**src/rtl/muldiv_unit.sv**
```systemverilog
// Iterative 32-bit multiply/divide unit that owns the HI/LO register pair.
// Runs mult/multu/div/divu over 33 cycles (32 RUN + 1 FIX) and holds the
// results in HI/LO for mfhi/mflo. While an operation is in flight, busy
// requests a pipeline stall.
//
// Ports:
//   clk    in   clock, rising edge
//   reset  in   synchronous active-high reset
//   start  in   begin operation `op` on a/b (sampled only when idle)
//   op     in   00 multu, 01 mult, 10 divu, 11 div
//   a      in   rs operand (multiplicand / dividend); mthi/mtlo source
//   b      in   rt operand (multiplier / divisor)
//   mthi   in   load HI from a (idle, no start)
//   mtlo   in   load LO from a (idle, no start)
//   busy   out  operation in progress
//   done   out  one-cycle pulse after HI/LO are written by an operation
//   hi     out  HI register (product high / remainder)
//   lo     out  LO register (product low / quotient)
module muldiv_unit (
  input  logic        clk,
  input  logic        reset,
  input  logic        start,
  input  logic [1:0]  op,
  input  logic [31:0] a,
  input  logic [31:0] b,
  input  logic        mthi,
  input  logic        mtlo,
  output logic        busy,
  output logic        done,
  output logic [31:0] hi,
  output logic [31:0] lo
);

  typedef enum logic [1:0] {StIdle, StRun, StFix} state_e;

  state_e      state_q, state_d;
  logic [4:0]  count_q;
  logic        is_div_q, sa_q, sb_q, dbz_q;
  logic [31:0] opa_q, opb_q;
  // Multiply: {running high sum, multiplier shifting out}.
  // Divide: low half shifts dividend bits out and quotient bits in.
  logic [63:0] acc_q;
  logic [31:0] rem_q;
  logic [31:0] hi_q, lo_q;
  logic        done_q;

  logic        accept;
  logic [31:0] a_mag, b_mag;
  logic [32:0] mul_sum;
  logic [32:0] rem_shift;
  logic        q_bit;
  logic [31:0] rem_diff;
  logic [63:0] prod_fix;
  logic [31:0] quot_fix, rem_fix, raw_a;

  // State register
  always_ff @(posedge clk) begin
    if (reset) state_q <= StIdle;
    else       state_q <= state_d;
  end

  // Next-state logic
  always_comb begin
    state_d = state_q;
    unique case (state_q)
      StIdle:  if (start) state_d = StRun;
      StRun:   if (count_q == 5'd0) state_d = StFix;
      StFix:   state_d = StIdle;
      default: state_d = StIdle;
    endcase
  end

  // Outputs, all decoded from registers
  always_comb begin
    busy = (state_q != StIdle);
    done = done_q;
    hi   = hi_q;
    lo   = lo_q;
  end

  // Datapath combinational helpers
  always_comb begin
    accept = (state_q == StIdle) && start;
    a_mag  = (op[0] && a[31]) ? (32'd0 - a) : a;
    b_mag  = (op[0] && b[31]) ? (32'd0 - b) : b;

    mul_sum = {1'b0, acc_q[63:32]} + (acc_q[0] ? {1'b0, opa_q} : 33'd0);

    // Restoring step: the remainder always stays below the divisor, so the
    // difference fits in 32 bits whenever the trial subtraction succeeds.
    rem_shift = {rem_q, acc_q[31]};
    q_bit     = (rem_shift >= {1'b0, opb_q});
    rem_diff  = rem_shift[31:0] - opb_q;

    prod_fix = (sa_q ^ sb_q) ? (64'd0 - acc_q) : acc_q;
    quot_fix = (sa_q ^ sb_q) ? (32'd0 - acc_q[31:0]) : acc_q[31:0];
    rem_fix  = sa_q ? (32'd0 - rem_q) : rem_q;
    // Undo the magnitude conversion to recover the dividend as presented.
    raw_a    = sa_q ? (32'd0 - opa_q) : opa_q;
  end

  // Datapath registers
  always_ff @(posedge clk) begin
    if (reset) begin
      count_q  <= 5'd0;
      is_div_q <= 1'b0;
      sa_q     <= 1'b0;
      sb_q     <= 1'b0;
      dbz_q    <= 1'b0;
      opa_q    <= 32'd0;
      opb_q    <= 32'd0;
      acc_q    <= 64'd0;
      rem_q    <= 32'd0;
      hi_q     <= 32'd0;
      lo_q     <= 32'd0;
      done_q   <= 1'b0;
    end else begin
      done_q <= (state_q == StFix);
      unique case (state_q)
        StIdle: begin
          if (accept) begin
            count_q  <= 5'd31;
            is_div_q <= op[1];
            sa_q     <= op[0] & a[31];
            sb_q     <= op[0] & b[31];
            dbz_q    <= op[1] && (b == 32'd0);
            opa_q    <= a_mag;
            opb_q    <= b_mag;
            rem_q    <= 32'd0;
            acc_q    <= op[1] ? {32'd0, a_mag} : {32'd0, b_mag};
          end else begin
            if (mthi) hi_q <= a;
            if (mtlo) lo_q <= a;
          end
        end
        StRun: begin
          count_q <= count_q - 5'd1;
          if (is_div_q) begin
            rem_q        <= q_bit ? rem_diff : rem_shift[31:0];
            acc_q[31:0]  <= {acc_q[30:0], q_bit};
          end else begin
            acc_q <= {mul_sum, acc_q[31:1]};
          end
        end
        StFix: begin
          if (!is_div_q) begin
            hi_q <= prod_fix[63:32];
            lo_q <= prod_fix[31:0];
          end else if (dbz_q) begin
            hi_q <= raw_a;
            lo_q <= 32'hFFFF_FFFF;
          end else begin
            hi_q <= rem_fix;
            lo_q <= quot_fix;
          end
        end
        default: ;
      endcase
    end
  end

endmodule

```
**config.mk**
```make
export PLATFORM = sky130hd
export DESIGN_NAME = muldiv_unit
export DESIGN_NICKNAME = d
export VERILOG_FILES = /design/src/rtl/muldiv_unit.sv
export SDC_FILE = /design/constraint.sdc
export NUM_CORES = 1
export LEC_CHECK = 0
export BUFFER_PORTS_ARGS = -buffer_cell sky130_fd_sc_hd__buf_2
export CAP_MARGIN = 20
export CORE_ASPECT_RATIO = 0.7
export CORE_UTILIZATION = 50
export DETAILED_ROUTE_END_ITERATION = 7
export GPL_TIMING_DRIVEN = 0
export PLACE_DENSITY_LB_ADDON = 0.25
export SLEW_MARGIN = 10
export SYNTH_ARGS = -nofsm -noshare
export SYNTH_HDL_FRONTEND = slang
export SYNTH_SLANG_ARGS = --single-unit
```
**constraint.sdc**
```tcl
create_clock -name clk -period 3 [get_ports clk]
set_input_delay 0.6 -clock clk [delete_from_list [all_inputs] [get_ports clk]]
set_output_delay 0.6 -clock clk [all_outputs]
set_load 0.02 [all_outputs]
```
# After elaboration in Yosys (flattened, before gate mapping)
# Index checks and enable logic that the tools add are counted.
[word_totals] output_inout_bits=66 regBits=236
[classes] n_reduce_logical=17 n_eq_ne=10 bitwise=3 add_sub_neg=9 n_mux=31 order_cmp=1
[op_table] operator="$mux 32" count=20
[op_table] operator="$pmux 32 s2" count=3
[op_table] operator="$sub 1x32->32 const A" count=5
[op_table] operator="$mux 64" count=2
[op_table] operator="$pmux 64 s2" count=1
[op_table] operator="$sub 1x64->64 const A" count=1
[op_table] operator="$add 32x32->33" count=1
[op_table] operator="$ge 33x32->1" count=1
[op_table] operator="$logic_not 32->1" count=1
[op_table] operator="$sub 32x32->32" count=1
[op_table] operator="$ne 2x2->1 const B" count=8
[op_table] operator="$reduce_and 3->1" count=4
[op_table] operator="$pmux 5 s2" count=1
[op_table] operator="$reduce_and 2->1" count=3
[op_table] operator="$reduce_bool 2->1" count=3
[op_table] operator="$logic_not 5->1" count=1
[op_table] operator="$mux 5" count=1
[op_table] operator="$sub 5x1->5 const B" count=1
[op_table] operator="$logic_and 1x1->1" count=4
[op_table] operator="$mux 2" count=2
[op_table] operator="$pmux 2 s2" count=1
[op_table] operator="$and 1x1->1" count=2
[op_table] operator="$eq 2x1->1 const B" count=1
[op_table] operator="$eq 2x2->1 const B" count=1
[op_table] operator="other kinds (2)" count=2

# Longest topological paths before layout
[logic_depth] ltp_word=5 ltp_mapped=15 mapped_depth_nobuf=14

# Worst setup path after synthesis
# No wires, ideal clock.
[synth_timing] kind="register to register" from="register acc_q[0]" to="register acc_q[62]" setup_ns=0.117 t_arrival_ns=3.163 path_slack_ns=-0.280 stages_incl_launch_ff=15 cell_sequence="dfxtp_1 > clkbuf_1 > clkbuf_1 > nand2_1 > inv_1 > ha_1 > a211o_1 > a211oi_1 > or2_2 > o21ai_0 > a311oi_1 > o31ai_1 > a221oi_1 > xnor2_1 > a22o_1"
[synth_via] elab_chain_cells=4
[synth_lines] element="from (decl)" line_no="42" text="logic [63:0] acc_q;"
[synth_lines] element="from (signal assigned)" line_no="130" text="acc_q <= op[1] ? {32'd0, a_mag} : {32'd0, b_mag};"
[synth_lines] element="from (signal assigned)" line_no="140" text="acc_q[31:0] <= {acc_q[30:0], q_bit};"
[synth_lines] element="from (signal assigned)" line_no="142" text="acc_q <= {mul_sum, acc_q[31:1]};"
[synth_lines] element="$mux 32" line_no="87" text="mul_sum = {1'b0, acc_q[63:32]} + (acc_q[0] ? {1'b0, opa_q} : 33'd0);"
[synth_lines] element="$add 32x32->33" line_no="87"
[synth_lines] element="$mux 32" line_no="138" text="if (is_div_q) begin"
[synth_lines] element="$pmux 64 s2" line_no="119" text="unique case (state_q)"
# No other way between the ends. The select of a mux whose other input is x is not followed.
# A chain may end at the register's enable or synchronous reset.

# Worst setup path in the final report
[layout_timing] from="register acc_q[0]" to="register acc_q[60]"
# The elaborated chain is that of the path after synthesis.

==> impl_metrics.json <==
{
  "status": "finished with violations",
  "violations": "negative setup slack",
  "rr_worst_depth": 14,
  "area_growth_pct": 22.8,
  "grt_setup_unrepaired": "true",
  "powerDensity_nw_per_um2": 449,
  "ys_warn_count": 0,
  "tightest_slew_ns": 1.24,
  "drive_above_1_share_pct": 19.9,
  "cts.path.max_buffers": 3,
  "via_per_inst": 6.71,
  "grt_pass1_vias": 18218,
  "fin_nets": 2697,
  "drc": 0,
  "synth_cell_type_count": 87,
  "maxSlewHeadroom_pct": 17.4,
  "syn_inst": 2337,
  "grt_max_degree": 14,
  "hold_buffers": 0,
  "cts_sinks": 236,
  "worstSetupPathDepth": 14,
  "worstSetupEndpoint": "acc_q[60]",
  "path_cells": "clkbuf_16 > nand2_8 > inv_4 > ha_4 > a211o_1 > a211oi_2 > or2_4 > o21ai_4 > a311oi_4 > buf_4 > o31a_1 > o21ai_1 > xor2_1 > a22o_1",
  "fin_tns_setup_ns": -1.42,
  "startpoint": "acc_q[0]",
  "hold_violations": 0,
  "antenna_found_initial": 2,
  "finalCriticalPeriod_ns": 3.13,
  "reg2reg_from": "acc_q[0]",
  "crit_slowest_cell": "dfxtp_4",
  "fill_cells": 3137,
  "io_pins": 137,
  "cts_root_buf": "clkbuf_16",
  "ys_ff_latch": 236,
  "cp_max_fo": 8,
  "synth_ff_type": "dfxtp_1",
  "clkLatencyLatePin_ns": 0.57,
  "netlist_area_um2": 17900,
  "crit_family": "compound AO/OA/AOI/OAI gates",
  "first_pass_iters": 7,
  "dieWidth_um": 228,
  "synth_enable_flop_cells": 0,
  "postSynth.asyncResetShare_pct": 0,
  "setup_ws_ns": -0.127,
  "ir_drop_mv": 0.383,
  "synth_area_per_cell_um2": 7.67,
  "routabilityCongestion": 1.05,
  "row_count": 57,
  "initial_core_util_pct": 51.2,
  "setup_viol": 24,
  "critPathArrivalTime_ns": 3.59,
  "finalMaxSlewViolations": 0,
  "synth_nets": 2481,
  "vias": 20413,
  "start_kind": "flip-flop",
  "leakagePower_uw": 0.00847,
  "worst-path-buf-inv": 3,
  "drtIter0Drc": 2768,
  "total_power_uw": 9890,
  "finClkSkew_ns": 0.0114,
  "wire_per_inst_um": 27.7,
  "worst-setup-path-type": "flip-flop to flip-flop",
  "wl_mm": 84.4,
  "drt.antenna.violating_nets": 0,
  "max_freq_mhz": 320,
  "dieArea_um2": 36600,
  "tritoncts": "built",
  "cp-end-kind": "flip-flop",
  "clkTransAtPathRegs_ns": 0.07,
  "grt_overflow_total": 0,
  "h-tree-depth": 1,
  "port_buffers": 135,
  "r2r_setup_slack_ns": -0.13,
  "track_usage_pct": 43.8,
  "die_h_um": 160,
  "fp.coreArea_um2": 35000,
  "antenna_cells": 0,
  "r2r_end": "acc_q[60]",
  "min_period_over_period_pct": 104,
  "hold_path_class": "primary input to flip-flop",
  "dp_hpwl_mm": 64.1,
  "cp_slowest_stage_delay_ns": 0.51,
  "drv_cap": 0,
  "numCtsBuffers": 25,
  "required_ns": 3.47,
  "ys_seq_area_share_pct": 26.3,
  "grt_first_pass_wirelength_mm": 120
}
[layout by cell type (no fill, tap or decap), types with 13 or more instances in the layout]
master and n:
clkbuf_1 126, o221ai_1 38, o41ai_1 20, nand2_1 196, or4_1 16, nand2b_1 37
buf_2 137, inv_1 64, dfxtp_1 213, xnor2_2 13, a22oi_1 18, o22ai_1 20
a22o_1 15, xor2_1 77, dfxtp_2 17, xnor2_1 119, mux2i_1 65, and3_1 28
buf_4 68, and2_1 35, ha_4 16, a221oi_1 13, o21a_1 13, nand3_1 51
a21oi_2 13, o21ai_1 15, nor3_1 54, a21o_1 30, o31ai_1 37, a21oi_1 173
a31oi_1 18, a211oi_1 95, o21ai_0 91, clkbuf_16 26, o211ai_1 24, ha_1 49
nor2_1 193
[final cells by class]
type	instances	area [um2]	share of cell area [%]
Clock inverter	9	72.6	0.330
Sequential cell	236	4770	21.7
Buffer	149	673	3.06
Tap cell	472	591	2.68
Inverter	72	283	1.28
Multi-Input combinational cell	1860	13600	61.8
Clock buffer	35	723	3.29
Timing Repair Buffer	209	1300	5.89
[power by group]
part	switching (uW)	internal, uW
Sequential	334	3350
Clock	1470	1690
Combinational	1980	1070
Total	3780	6110
[metrics by stage]
stage	hold slack, ns	std cells	setup slack, ns	cell area, um2	util (%)
after floorplan	0.435	2337	-0.0726	18000	-
after global placement	0.440	2944	-1.08	19200	54.9
after detailed placement	0.442	2945	-1.15	19200	54.9
after CTS	0.360	3019	-0.0788	21000	59.9
after global routing	0.371	3042	-0.198	22000	62.9
final	0.362	3042	-0.127	22000	62.9
[registers in the layout (all words and copies together), names as in the netlist, 2 cells and up]
name     count
acc_q       64
hi          32
lo          32
opa_q       32
opb_q       32
rem_q       32
count_q      5
state_q      2
[synth_stat cells, types with 12 or more instances]
cell	number	area share [%]
a211oi_1	104	4.4
o21ai_0	111	3.1
o41ai_1	24	1.2
nand2b_1	38	1.3
o211ai_1	24	1.0
and2_1	43	1.5
a31oi_1	24	0.84
nor2_1	198	4.1
a22oi_1	19	0.80
a21oi_1	189	5.3
a21o_1	30	1.3
dfxtp_1	236	26
xor2_1	81	4.0
mux2i_1	65	3.6
clkbuf_1	147	3.1
xnor2_1	133	6.5
and3_1	29	1.0
a221oi_1	15	0.73
o21a_1	14	0.59
nand3_1	58	1.6
nor4_1	18	0.63
o31ai_1	44	1.8
o22ai_1	22	0.77
nor3_1	61	1.7
nand4_1	12	0.42
ha_1	71	5.0
a22o_1	15	0.73
or3_1	14	0.49
inv_1	71	1.5
or4_1	22	0.92
o221ai_1	41	2.0
nand2_1	201	4.2
[logic make-up after synthesis]
group / after synthesis / share of synthesized area [%]
compound gates: 751 / 28.2
mux: 69 / 3.94
xor+xnor: 214 / 10.5
buf+inv: 241 / 5.18
flops: 236 / 26.3
fa+ha+maj: 73 / 5.18
simple gates: 753 / 20.7
[routing by layer]
metal,GRT usage (%),part of all wire [%],vias up
li1,-,-,9062
met1,62.4,42,9844
met2,62.3,41,1298
met3,12.2,13,205
met4,16.1,4.1,4
met5,0,0.027,-
[worst min path at each step]
stage          startpoint         end  slack (ns)  cells after the start
2_1_floorplan  count_q[4]  count_q[4]        0.43                      1
3_3_place_gp        lo[9]       lo[9]        0.44                      2
3_5_place_dp        lo[5]       lo[5]        0.44                      2
4_1_cts              b[0]    opb_q[0]        0.36                      3
5_1_grt              b[0]    opb_q[0]        0.37                      3
6_report             b[0]    opb_q[0]        0.36                      3
[repair_timing]
action,CTS,global route
pin swaps,59,83
gates resized for setup,145,193
cloned,2,0
setup buffers,39,32
setup endpoints to repair,107,117
[tightest hold or removal path, stage by stage]
cell	delay (ns)
buf_2	0.16
nand2_1	0.07
a21oi_1	0.05
Power figures use the tool's default switching activity.
